===== src/rtl/tail_light_pkg.sv =====
// rtl/tail_light_pkg.sv - mode encodings, sweep length and lamp patterns for the tail light sequencer
package tail_light_pkg;

  typedef enum logic [1:0] {
    MODE_IDLE   = 2'b00,
    MODE_LEFT   = 2'b01,
    MODE_RIGHT  = 2'b10,
    MODE_HAZARD = 2'b11
  } mode_t;

  localparam logic [2:0] PHASE_LAST = 3'd4;

  // Left group grows outward from bit 4, the innermost lamp.
  function automatic logic [3:0] left_pattern(input logic [2:0] phase);
    case (phase)
      3'd0:    left_pattern = 4'b0000;
      3'd1:    left_pattern = 4'b0001;
      3'd2:    left_pattern = 4'b0011;
      3'd3:    left_pattern = 4'b0111;
      default: left_pattern = 4'b1111;
    endcase
  endfunction

  // Right group grows outward from bit 3, the innermost lamp.
  function automatic logic [3:0] right_pattern(input logic [2:0] phase);
    case (phase)
      3'd0:    right_pattern = 4'b0000;
      3'd1:    right_pattern = 4'b1000;
      3'd2:    right_pattern = 4'b1100;
      3'd3:    right_pattern = 4'b1110;
      default: right_pattern = 4'b1111;
    endcase
  endfunction

  function automatic mode_t resolve(input logic left, input logic right, input logic hazard);
    if (hazard || (left && right)) resolve = MODE_HAZARD;
    else if (left)                 resolve = MODE_LEFT;
    else if (right)                resolve = MODE_RIGHT;
    else                           resolve = MODE_IDLE;
  endfunction

endpackage


===== src/rtl/blink_prescaler.sv =====
// rtl/blink_prescaler.sv - free-running sweep-phase prescaler with synchronous clear
module blink_prescaler #(
  parameter int TICK_DIV = 4,
  parameter int CNT_W    = 8
) (
  input  logic clk,
  input  logic reset,
  input  logic clr,
  output logic tick
);

  logic [CNT_W-1:0] count;

  assign tick = (count == CNT_W'(TICK_DIV - 1));

  always_ff @(posedge clk) begin
    if (reset || clr || tick) count <= '0;
    else                      count <= count + 1'b1;
  end

endmodule


===== src/rtl/tail_light_sequencer.sv =====
// rtl/tail_light_sequencer.sv - resolves driver requests into a mode and drives the 8-lamp sweep
module tail_light_sequencer
  import tail_light_pkg::*;
#(
  parameter int TICK_DIV = 4,
  parameter int CNT_W    = 8
) (
  input  logic       clk,
  input  logic       reset,
  input  logic       left,
  input  logic       right,
  input  logic       hazard,
  input  logic       brake,
  output logic [7:0] LEDS,
  output logic [1:0] mode
);

  mode_t      state;
  mode_t      next_state;
  mode_t      req;
  logic [2:0] phase;
  logic [7:0] leds_next;
  logic       tick;
  logic       clr;
  logic       end_sweep;

  blink_prescaler #(
    .TICK_DIV(TICK_DIV),
    .CNT_W   (CNT_W)
  ) u_prescaler (
    .clk  (clk),
    .reset(reset),
    .clr  (clr),
    .tick (tick)
  );

  // Turn sweeps finish before switching; only a turn sweep can be preempted, and only by hazard.
  always_comb begin
    req        = resolve(left, right, hazard);
    end_sweep  = tick && (phase == PHASE_LAST);
    next_state = state;
    case (state)
      MODE_IDLE:              next_state = req;
      MODE_LEFT, MODE_RIGHT: begin
        if (hazard)         next_state = MODE_HAZARD;
        else if (end_sweep) next_state = req;
      end
      MODE_HAZARD:            if (end_sweep) next_state = req;
      default:                next_state = MODE_IDLE;
    endcase
    clr = (next_state != state);
  end

  // Brake lights whichever group the current mode is not animating.
  always_comb begin
    leds_next = 8'h00;
    case (state)
      MODE_IDLE:   leds_next = brake ? 8'hFF : 8'h00;
      MODE_LEFT:   leds_next = {left_pattern(phase), brake ? 4'hF : 4'h0};
      MODE_RIGHT:  leds_next = {brake ? 4'hF : 4'h0, right_pattern(phase)};
      MODE_HAZARD: leds_next = {left_pattern(phase), right_pattern(phase)};
      default:     leds_next = 8'h00;
    endcase
  end

  always_ff @(posedge clk) begin
    if (reset) begin
      state <= MODE_IDLE;
      phase <= 3'd0;
      LEDS  <= 8'h00;
    end else begin
      state <= next_state;
      LEDS  <= leds_next;
      if (clr || state == MODE_IDLE) phase <= 3'd0;
      else if (tick)                 phase <= (phase == PHASE_LAST) ? 3'd0 : phase + 3'd1;
    end
  end

  assign mode = state;

endmodule


===== config.mk =====
export PLATFORM = sky130hd
export DESIGN_NAME = tail_light_sequencer
export DESIGN_NICKNAME = d
export VERILOG_FILES = /design/src/rtl/tail_light_pkg.sv /design/src/rtl/blink_prescaler.sv /design/src/rtl/tail_light_sequencer.sv
export SDC_FILE = /design/constraint.sdc
export NUM_CORES = 1
export LEC_CHECK = 0
export ABC_AREA = 1
export CORE_MARGIN = 8
export CORE_UTILIZATION = 30
export CTS_BUF_LIST = sky130_fd_sc_hd__clkbuf_4
export CTS_CLUSTER_DIAMETER = 100
export DETAILED_ROUTE_END_ITERATION = 10
export PLACE_DENSITY_LB_ADDON = 0.08
export SETUP_SLACK_MARGIN = 0.3
export SLEW_MARGIN = 10
export SYNTH_ARGS = -nofsm -noshare
export SYNTH_HDL_FRONTEND = slang
export SYNTH_SLANG_ARGS = --single-unit

===== constraint.sdc =====
create_clock -name clk -period 3.2 [get_ports clk]
set_input_delay 0.8 -clock clk [delete_from_list [all_inputs] [get_ports clk]]
set_output_delay 0.8 -clock clk [all_outputs]
set_load 0.02 [all_outputs]

Word level (Yosys, flattened, before mapping)
Cells that the tools add are included.
Operators by class
  add/subtract/negate cells: 2
  equal/unequal tests: 9
  multiplexer cells: 12
  reductions and logical operators: 10
Operator list (count)
  $pmux W4 S4: 2
  $pmux W8 S4: 1
  $mux W2: 5
  $add A8 B1 Y8 const B: 1
  $eq A8 B2 Y1 const B: 1
  $mux W8: 1
  $eq A3 B2 Y1 const B: 2
  $pmux W2 S3: 1
  $eq A2 B2 Y1 const B: 2
  $logic_or A1 B1 Y1: 4
  $mux W4: 1
  $reduce_or A2 Y1: 2
  $add A3 B1 Y3 const B: 1
  $eq A3 B1 Y1 const B: 1
  $eq A3 B3 Y1 const B: 1
  $logic_not A3 Y1: 1
  $mux W3: 1
  $eq A2 B1 Y1 const B: 1
  $logic_and A1 B1 Y1: 2
  $logic_not A2 Y1: 1
  $ne A2 B2 Y1: 1
Word-level totals
  bits in registers: 21
  bits of input ports: 6
  output and inout bits: 10
  word-level logic and storage cells: 37

Logic depth before layout (Yosys ltp)
  word-level depth: 9
  gate-level depth with buffers: 13
  depth with buffers taken out: 13

Hierarchy
A second synthesis with hierarchy kept.
Unflattened totals
  cells, all modules: 172
  area total of the unflattened synthesis: 1196.1 µm²
By module, submodules not included
  tail_light_sequencer: instances 1, cells each 106, area each 737.0 µm², sequential area each 260.2 µm²
  blink_prescaler: instances 1, cells each 66, area each 459.2 µm², sequential area each 160.2 µm²

Worst setup path after synthesis
No wires, ideal clock.
  path type: flip-flop to flip-flop
  start point: register state[0], in the netlist mode[0]
  end point: register u_prescaler.count[0]
  library setup time: 0.065 ns
  data arrival time: 1.760 ns
  required time: 3.135 ns
  setup slack: 1.375 ns
  cell stages (with the launch flop): 12
  path buffers: 0
  period minus slack after synthesis: 1.825 ns
  cells stage by stage: dfxtp_1 -> inv_1 -> ha_1 -> nor2_1 -> inv_1 -> nand2_1 -> nand3_2 -> nand3_1 -> nand2_1 -> nor2_2 -> nand3_4 -> nor2_1
Between the ends
  word-level cells in the longest chain between the ends: 6
  elaborated cells between the ends (all ways): 11
  those cells by class: 4 x eq/ne; 3 x mux; 4 x reduce/logical
Ends and longest elaborated chain
  start: declaration: RTL line tail_light_sequencer.sv:18  | mode_t state;
  start signal: assignment: RTL line tail_light_sequencer.sv:72  | state <= next_state;
  $eq A2 B2 Y1, or another cell as far along: RTL line tail_light_sequencer.sv:42  | case (state)
  $reduce_or A2 Y1 / $mux W2 (equally long branches): RTL line tail_light_sequencer.sv:42, tail_light_sequencer.sv:45
  $pmux W2 S3: RTL line tail_light_sequencer.sv:42
  $ne A2 B2 Y1 (*): RTL line tail_light_sequencer.sv:51  | clr = (next_state != state);
  $logic_or A1 B1 Y1 (*) (2 in series): RTL line blink_prescaler.sv:17  | if (reset || clr || tick) count <= '0;
  end signal: assignment: RTL line blink_prescaler.sv:18  | else count <= count + 1'b1;
  end: declaration: RTL line blink_prescaler.sv:12  | logic [CNT_W-1:0] count;
Every way passes the cells marked *; elsewhere a longest branch is shown, timed or not.
A chain may end at the register's enable or synchronous reset.

Worst setup path in the final report
  start point: register state[1], in the netlist mode[1]
  end point: output port mode[1]
RTL lines
  end: declaration: RTL line tail_light_sequencer.sv:15  | output logic [1:0] mode
No word-level cell between the ends.

==> results.md <==
* Yosys warning total at 0
* Mapped Area at 1129 sq um
* Inserted Diodes at 0
* Post-synthesis instance total at 152
* Leak pwr at between 0.5 and 0.6 nW
* Routed met2 length at 957 microns
* Die Footprint at ~6000 sq um
* Worst R2R Start: mode[0]
* Grt ovf at 0
* Met3 wire len at approximately 81 microns
* P&R area growth vs syn at 20.73%
* Root Driver: clkbuf_4
* DR top layer: met4
* Gr usage total at 0.07617
* Worst EP arrival at roughly 1.4 ns
* PwrDens at 469.6 nW/um^2
* RSZ-0062 raised after global routing: no
* CP bufs+invs at 1
* CP top delay family: buffers and inverters
* Die Width at 77.34 microns
* Number of global-route vias before repair at 878
* Final std cells w/o fill at 218
* Largest net degree at the start of global routing at 13
* HP Class: flip-flop to flip-flop
* Hold_sp: u_prescaler.count[0]
* Final period util at 0.6732
* HPWL after detailed placement at 1.827 mm
* Core area at 3633 sq um
* Final wirelength at around 2.2 mm
* Met1 Wirelength at 1.097 mm
* CP Capture Type: primary output
* Initial DRC count at 26
* Worst stage delay on the critical path at 0.63 ns
* Clock sinks at 21
* Critical path type: flip-flop to primary output
* # hold bufs at CTS at 0
* Fmax at 0.4642 GHz
* I/O Buffers at 15
* CTS resizes at 0
* Register bit total from synthesis at 21
* Synth unique cells at 20
* Max IR drop VDD at 0.0001869 V
* First-pass GRT wire length at 3.857 mm
* Postcts setup bufs at 0
* Routed WL per cell at 9.890 microns
* Largest family of logic cells by synthesized area: simple AND/OR/NAND/NOR gates
* Initial core utilization at 0.3106
* Syn_area_per_cell at 7.425 sq um
* Setup TNS at 0 ns
* Simple-gate share of the synthesized area at 0.3171
* Slew margin rel. at 0.6759
* Clock-pin slew on the worst setup and hold paths at about 0.12 ns
* Max Buffers Root-to-Sink at 2
* DRC at 0
* Worst path cell trace: clkdlybuf4s50_1
* Initial antenna violation count at 0
* Layout filler cell count at 398
* Critical Path RT at 2.40 ns
* Critical path fanouts, max at 5
* Vias at 939
* Initial DRT Pass Iterations at 4
* Crit path time final at 2.154 ns
* Die Span Y at between 70 and 80 microns
* I/O pins at 16
* Post-DRT Antenna Nets at 0
* Worst-skew pair later-pin latency at 0.30 ns
* Status: completed
* Final clock skew at 0.008677 ns
* Xor/xnor share of the synthesized area at 0.03880
* Avg Vias per Cell at 4.307
* Compound-Gate Fraction of Synth Area at 0.08426
* CTS Buf Count at 3
* Fin. Hold Viols at 0
* NumNets Final at 187
* Post-place setup slack at 1.017 ns
* Worst slew pin tran at 0.4810 ns
* Floorplan row count at 22
* CTS tree: built
* Final setup viols at 0
* Share of cells above drive strength 1 at 0.1235
* Worst setup margin at 1.046 ns
* Fin. max-slew vios at 0
* Final core occ at 0.3750
* CP max stage cell: clkdlybuf4s50_1
* Synth Net Count at 168
* Mux contribution to synthesized area at 0
* Synth Area in Adders at 0.1109
* H-tree levels at 1
* Gp weighted congestion at approximately 0.8
* Register area share after synthesis at 0.3725
* Inst Count DP at approximately 210
* CP Launch Type: flip-flop
* Max Cap Viol at 0
* Worst Setup SP: mode[1]
stage by stage:
step                      hold WS (ns)  area (sq um)  total power, mW
after floorplan                 0.4175          1129           0.4493
after global placement          0.4442          1335           0.5217
after detailed placement        0.4494          1335           0.5236
after CTS                       0.4665          1363           0.6534
after global routing            0.4836          1363           0.6902
final                           0.4571          1363           0.6399
metal layers:
layer,GRT usage,vias up
met1,0.09575,414
met2,0.1196,13
met4,0.02830,0
li1,-,510
met3,0.02304,2
met5,0,-
cell usage after synthesis, drive strengths merged:
cell    number  share of area
nand3       11          0.078
nor2        28           0.10
clkbuf       1         0.0033
nor3         2         0.0089
xor2         5          0.039
inv         22          0.073
a31oi        1         0.0055
or2          3          0.017
a21oi       12          0.057
dfxtp       21           0.37
ha          10           0.11
nand2       31           0.11
o21ai        5          0.022
sequential cells by signal, summed over array words and instances, names as in the netlist:
| signal | flops |
|---|---|
| u_prescaler.count | 8 |
| mode | 2 |
| phase | 3 |
| LEDS | 8 |
where the power goes:
group          internal, mW  switching, mW  total (mW)
registers             0.283         0.0123       0.296
clock network        0.0466         0.0801       0.127
logic                0.0831          0.134       0.218
total                 0.413          0.227       0.640
cell families (layout without fill, tap and decap cells):
group | count (synthesis) | count (layout)
AO/OA/AOI/OAI | 18 | 18
XOR/XNOR | 5 | 5
adder cells (fa/ha/maj) | 10 | 10
buffers and inverters | 23 | 41
flip-flops | 21 | 21
AND/OR/NAND/NOR | 75 | 75
cell type report:
type                       count  area (sq um)  area share
clock inverter                 1         5.005    0.003673
tap                           48         60.06     0.04408
sequential                    21         420.4      0.3085
multi-input combinational    108         621.8      0.4564
inverter                      22         82.58     0.06061
clock buffer                   3         22.52     0.01653
timing repair buffer          15         150.1      0.1102
layout by cell type, fill, tap and decap left out:
cell	n
ha_1	10
clkdlybuf4s50_1	15
xor2_1	5
or2_2	3
inv_2	2
inv_1	20
nand2_1	28
nand3_4	1
nor2_2	2
a21oi_1	11
a21oi_2	1
nor2_1	25
clkinv_2	1
nor2_4	1
clkbuf_4	3
nor3_1	2
nand2_2	3
nand3_2	4
dfxtp_1	21
a31oi_1	1
o21ai_0	5
nand3_1	6
path summary, 6_finish.rpt:
path | slack, ns | cells past startpoint | endpoint
setup reg to reg | 1.31 | 11 | u_prescaler.count[1]
hold / removal | 0.46 | 1 | u_prescaler.count[0]
setup / recovery | 1.05 | 1 | mode[1]
hold reg to reg | 0.46 | 1 | u_prescaler.count[0]
Power figures use the tool's default switching activity.
